===== src/rtl/rf_wb_arbiter.sv =====
// Round-robin arbiter that shares the register file write port among NUM_REQ write-back sources.
// The winning write is registered for one cycle; x0 targets are accepted but not written.
module rf_wb_arbiter #(
  parameter int NUM_REQ        = 3,
  parameter int REG_ADDR_WIDTH = 5,
  parameter int REG_WIDTH      = 32,
  parameter int CNT_WIDTH      = 16,
  localparam int ID_WIDTH      = $clog2(NUM_REQ)
) (
  input  logic                              clk,
  input  logic                              reset_n,
  input  logic [NUM_REQ-1:0]                req_valid,
  output logic [NUM_REQ-1:0]                req_ready,
  input  logic [NUM_REQ*REG_ADDR_WIDTH-1:0] req_addr,
  input  logic [NUM_REQ*REG_WIDTH-1:0]      req_data,
  input  logic                              stall,
  output logic                              wr_en,
  output logic [REG_ADDR_WIDTH-1:0]         addr_rd,
  output logic [REG_WIDTH-1:0]              data_rd,
  output logic [ID_WIDTH-1:0]               grant_id,
  output logic [CNT_WIDTH-1:0]              wb_count
);

  localparam logic [ID_WIDTH:0]   NUM_REQ_W = (ID_WIDTH+1)'(NUM_REQ);
  localparam logic [ID_WIDTH-1:0] LAST_ID   = ID_WIDTH'(NUM_REQ - 1);

  logic [ID_WIDTH-1:0]       ptr_q, ptr_d;
  logic                      wr_en_q, wr_en_d;
  logic [REG_ADDR_WIDTH-1:0] addr_q, addr_d;
  logic [REG_WIDTH-1:0]      data_q, data_d;
  logic [ID_WIDTH-1:0]       gid_q, gid_d;
  logic [CNT_WIDTH-1:0]      cnt_q, cnt_d;

  logic [ID_WIDTH-1:0]       win_s;
  logic                      any_s;
  logic                      xfer_s;
  logic                      commit_s;
  logic [NUM_REQ-1:0]        ready_s;
  logic [REG_ADDR_WIDTH-1:0] win_addr_s;
  logic [REG_WIDTH-1:0]      win_data_s;

  // Rotating search: first valid requester at or after ptr, wrapping modulo NUM_REQ.
  always_comb begin
    logic [ID_WIDTH:0] idx_raw;
    logic [ID_WIDTH:0] idx;
    win_s = {ID_WIDTH{1'b0}};
    any_s = 1'b0;
    for (int k = 0; k < NUM_REQ; k++) begin
      idx_raw = {1'b0, ptr_q} + (ID_WIDTH+1)'(k);
      idx     = (idx_raw >= NUM_REQ_W) ? (idx_raw - NUM_REQ_W) : idx_raw;
      if (!any_s && req_valid[idx[ID_WIDTH-1:0]]) begin
        any_s = 1'b1;
        win_s = idx[ID_WIDTH-1:0];
      end else begin
        any_s = any_s;
        win_s = win_s;
      end
    end
  end

  // Grant decode; reset and stall both suppress every grant.
  always_comb begin
    xfer_s  = any_s && !stall && reset_n;
    ready_s = {NUM_REQ{1'b0}};
    for (int i = 0; i < NUM_REQ; i++) begin
      ready_s[i] = xfer_s && (win_s == ID_WIDTH'(i));
    end
  end

  assign req_ready = ready_s;

  // Select the winner's address and data from the flattened request buses.
  always_comb begin
    win_addr_s = {REG_ADDR_WIDTH{1'b0}};
    win_data_s = {REG_WIDTH{1'b0}};
    for (int i = 0; i < NUM_REQ; i++) begin
      if (win_s == ID_WIDTH'(i)) begin
        win_addr_s = req_addr[i*REG_ADDR_WIDTH +: REG_ADDR_WIDTH];
        win_data_s = req_data[i*REG_WIDTH +: REG_WIDTH];
      end else begin
        win_addr_s = win_addr_s;
        win_data_s = win_data_s;
      end
    end
    commit_s = xfer_s && (win_addr_s != {REG_ADDR_WIDTH{1'b0}});
  end

  // Next-state for the write port, pointer and performance counter.
  always_comb begin
    wr_en_d = 1'b0;
    addr_d  = addr_q;
    data_d  = data_q;
    gid_d   = gid_q;
    ptr_d   = ptr_q;
    if (xfer_s) begin
      wr_en_d = commit_s;
      addr_d  = win_addr_s;
      data_d  = win_data_s;
      gid_d   = win_s;
      ptr_d   = (win_s == LAST_ID) ? {ID_WIDTH{1'b0}} : (win_s + ID_WIDTH'(1));
    end else begin
      wr_en_d = 1'b0;
      ptr_d   = ptr_q;
    end
    if (commit_s) begin
      cnt_d = cnt_q + CNT_WIDTH'(1);
    end else begin
      cnt_d = cnt_q;
    end
  end

  // State registers; reset discards any pending write.
  always_ff @(posedge clk or negedge reset_n) begin
    if (!reset_n) begin
      wr_en_q <= 1'b0;
      addr_q  <= {REG_ADDR_WIDTH{1'b0}};
      data_q  <= {REG_WIDTH{1'b0}};
      gid_q   <= {ID_WIDTH{1'b0}};
      cnt_q   <= {CNT_WIDTH{1'b0}};
      ptr_q   <= {ID_WIDTH{1'b0}};
    end else begin
      wr_en_q <= wr_en_d;
      addr_q  <= addr_d;
      data_q  <= data_d;
      gid_q   <= gid_d;
      cnt_q   <= cnt_d;
      ptr_q   <= ptr_d;
    end
  end

  assign wr_en    = wr_en_q;
  assign addr_rd  = addr_q;
  assign data_rd  = data_q;
  assign grant_id = gid_q;
  assign wb_count = cnt_q;

endmodule


===== config.mk =====
export PLATFORM = sky130hd
export DESIGN_NAME = rf_wb_arbiter
export DESIGN_NICKNAME = d
export VERILOG_FILES = /design/src/rtl/rf_wb_arbiter.sv
export SDC_FILE = /design/constraint.sdc
export NUM_CORES = 1
export LEC_CHECK = 0
export BUFFER_PORTS_ARGS = -buffer_cell sky130_fd_sc_hd__buf_2
export CAP_MARGIN = 20
export CORE_MARGIN = 5
export CORE_UTILIZATION = 25
export CTS_CLUSTER_SIZE = 14
export DETAILED_ROUTE_END_ITERATION = 10
export GPL_ROUTABILITY_DRIVEN = 1
export PLACE_DENSITY = 0.52
export SYNTH_ARGS = -nofsm -noshare
export SYNTH_HDL_FRONTEND = slang
export SYNTH_SLANG_ARGS = --single-unit

===== constraint.sdc =====
create_clock -name clk -period 8.5 [get_ports clk]
set_input_delay 0.425 -clock clk [delete_from_list [all_inputs] [get_ports clk]]
set_output_delay 0.425 -clock clk [all_outputs]
set_load 0.05 [all_outputs]

==> implementation parameters <==
Parameter                              Value

Cells and area
  Layout fillers ... 1,407
  Share of post-route cells with drive strength above 1 ... 0.399
  Top library cells by usage in the layout, fill and taps aside ... sky130_fd_sc_hd__buf_2 (175), sky130_fd_sc_hd__nand2_1 (80), sky130_fd_sc_hd__dfrtp_1 (58)
  Post-route cell area ... 4720 um2
  Post-layout nets ... 655
  Area of the multi-input gates ... 1810 um2
  Utilization of the core after routing ... 0.355
  Number of antenna diodes ... 0
  Area delta synth->final ... 39.1%
  Storage cell area ... 1450 um2
  Cell Count, Final, Fillers Out ... 713
  Most common library cell in the layout ignoring fill and taps ... sky130_fd_sc_hd__buf_2

Clock network
  Clock tree from TritonCTS ... done
  Hold bufs inserted after CTS ... 0
  CTS clock-pin slew for the worst setup and hold paths ... 0.05 ns
  Cell at the root of the clock tree ... sky130_fd_sc_hd__clkbuf_16
  Buffer levels on the longest clock path ... 2
  Latest clock arrival within the worst-skew pair ... 0.32 ns
  Number of setup buffers added after CTS ... 0
  Resized cells post-CTS ... 0
  Clock buffer count from CTS ... 9
  Clock net sink count ... 58
  Max H-tree Level ... 3

Synth
  Number of nets produced by synthesis ... 490
  Sequential fraction of the synthesis area ... 0.427
  Gate count of the mapped netlist ... 368
  Synth Register Bits ... 58
  Count of yosys warnings during synthesis ... 0
  Share of synthesized flip-flops with an asynchronous set or reset ... 1.00
  Post-synth top flop ... sky130_fd_sc_hd__dfrtp_1
  Number of enable flip-flop cells after synthesis ... 0
  Combined area of all synthesized cells ... 3400 um2
  Distinct cell type count after synthesis ... 42
  Syn_area_per_cell ... 9.23 um2

Timing
  Max transition margin ... 0.479
  Final slew viol count ... 0
  Fmax ... 0.294 GHz
  Tightest Pin Transition ... 0.781 ns
  Final-report hold violation count ... 0
  Final period utilization ... 0.400
  Total negative slack ... 0 ns
  Minimum period implied by the final worst setup slack ... 3.40 ns
  PnR worst setup slack ... 5.10 ns
  Clock Skew ... 0.00419 ns
  Total setup violations reported at the end of the flow ... 0
  RSZ-0062 raised after global routing ... false

Floorplanning
  Die ar. ... 16,000 um2
  Number of I/O pins ... 176
  Initial Util ... 0.255
  Core Box Area ... 13,300 um2
  Row count ... 42
  Die span in y ... 127 um
  Die Span X ... 127 um

GRT
  Vias in the first global route ... 3,643
  GR Util All Layers ... 0.135
  Antenna violations before repair ... 0
  First-pass GRT wire length ... 17.9 mm
  Grt total ovfl ... 0
  Largest net degree at the start of global routing ... 66

Pwr
  Pwr Density ... 422 nW/um2
  Largest voltage drop on the vdd net ... 0.189 mV
  Leakage dissipation ... 2.54 nW

Detailed routing
  Final ANT Viol Nets ... 0
  Routed Wire Length ... 10.9 mm
  Average wire per standard cell ... 15.3 um
  Violation count after the first detailed-route iteration ... 208
  Number of detailed-routing iterations run before antenna repair ... 4
  DRC violation count after routing ... 0
  Vias ... 3,437
  Vias/cell ... 4.82

Placed design
  Instance area at placement ... 4420 um2
  Buffers on Ports ... 175
  Cell Count Post-Placement ... 697
  Global placement routability congestion ... 0.817
  DPL Wire Length ... 8.02 mm
  Worst slack at placement ... 4.94 ns

Worst setup path
  Startpoint type of the worst setup path ... flop
  Worst EP required ... 8.08 ns
  CP arrival ... 2.98 ns
  Critical-path maximum fanout ... 65
  Worst setup path class ... reg -> out
  Worst reg-to-reg setup slack ... 5.24 ns
  Critical path endpoint category ... primary output

Hold path
  Worst min-delay path category ... in -> async

Status
  Result of the run ... finished clean

Flow run
  Reported max-cap violation count ... 0
[where the power goes]
part	switching (mW)	internal [mW]	total (mW)	leakage, nW
logic	0.867	0.328	1.20	1.68
clock network	0.121	0.210	0.330	0.138
registers	0.0761	0.390	0.466	0.726
[cells in the mapped netlist, drive strengths merged, types with 7 or more instances]
master | instances | share of area
a21o | 36 | 0.080
a311oi | 42 | 0.12
buf | 10 | 0.018
clkbuf | 17 | 0.019
dfrtp | 58 | 0.43
inv | 8 | 0.0088
nand2 | 80 | 0.088
nand3 | 7 | 0.010
nor2 | 38 | 0.043
o21ai | 8 | 0.012
xor2 | 11 | 0.028
[path summary, 6_finish.rpt]
path	from	to	cells past startpoint
setup / recovery	ptr_q[0]$_DFFE_PN0P_	req_ready[2]	8
hold / removal	reset_n	wr_en$_DFF_PN0_	2
setup reg to reg	ptr_q[0]$_DFFE_PN0P_	wb_count[1]$_DFFE_PN0P_	9
hold reg to reg	data_rd[29]$_DFFE_PN0P_	data_rd[29]$_DFFE_PN0P_	1
max in group asynchronous	reset_n	data_rd[25]$_DFFE_PN0P_	2
min in group clk	data_rd[29]$_DFFE_PN0P_	data_rd[29]$_DFFE_PN0P_	1
[logic make-up after synthesis]
logic type / after synthesis / share of synthesized area
multiplexers: 3 / 0.00921
buffers and inverters: 35 / 0.0457
flip-flops: 58 / 0.427
XOR/XNOR: 15 / 0.0387
AO/OA/AOI/OAI: 110 / 0.288
AND/OR/NAND/NOR: 142 / 0.173
adder cells (fa/ha/maj): 5 / 0.0184
[through the flow]
step	total power, mW	hold WS [ns]
finish	1.99	0.266
global route	2.13	0.368
CTS	2.01	0.315
detailed placement	1.67	0.460
global placement	1.65	0.456
floorplan	1.38	0.129
[layer usage]
metal / routed length (um) / global-route usage / vias to the layer above
met3: 654 / 0.0256 / 12
met2: 5330 / 0.223 / 124
met4: 145 / 0.0498 / 0
met1: 4770 / 0.176 / 1639
met5: 0 / 0 / -
li1: - / - / 1662
[area by class of cell]
| class | count | share of cell area |
|---|---|---|
| Clock inverter | 3 | 0.00318 |
| Sequential cell | 58 | 0.307 |
| Timing Repair Buffer | 181 | 0.199 |
| Tap cell | 176 | 0.0466 |
| Multi-Input combinational cell | 275 | 0.383 |
| Inverter | 8 | 0.00636 |
| Clock buffer | 12 | 0.0543 |
[critical path: stages, from the launching register on]
cell                      delay, ns
sky130_fd_sc_hd__dfrtp_1       0.40
sky130_fd_sc_hd__inv_1         0.09
sky130_fd_sc_hd__ha_1          0.29
sky130_fd_sc_hd__mux2i_1       0.29
sky130_fd_sc_hd__nor2_2        0.16
sky130_fd_sc_hd__o32ai_4       0.42
sky130_fd_sc_hd__buf_4         0.57
sky130_fd_sc_hd__nor2_1        0.14
sky130_fd_sc_hd__buf_2         0.25
[sequential cells by signal, summed over array words and instances (netlist names)]
register  cells
data_rd      32
wr_en         1
grant_id      2
addr_rd       5
ptr_q         2
wb_count     16
Note: power is estimated with default switching activity, not from simulation.
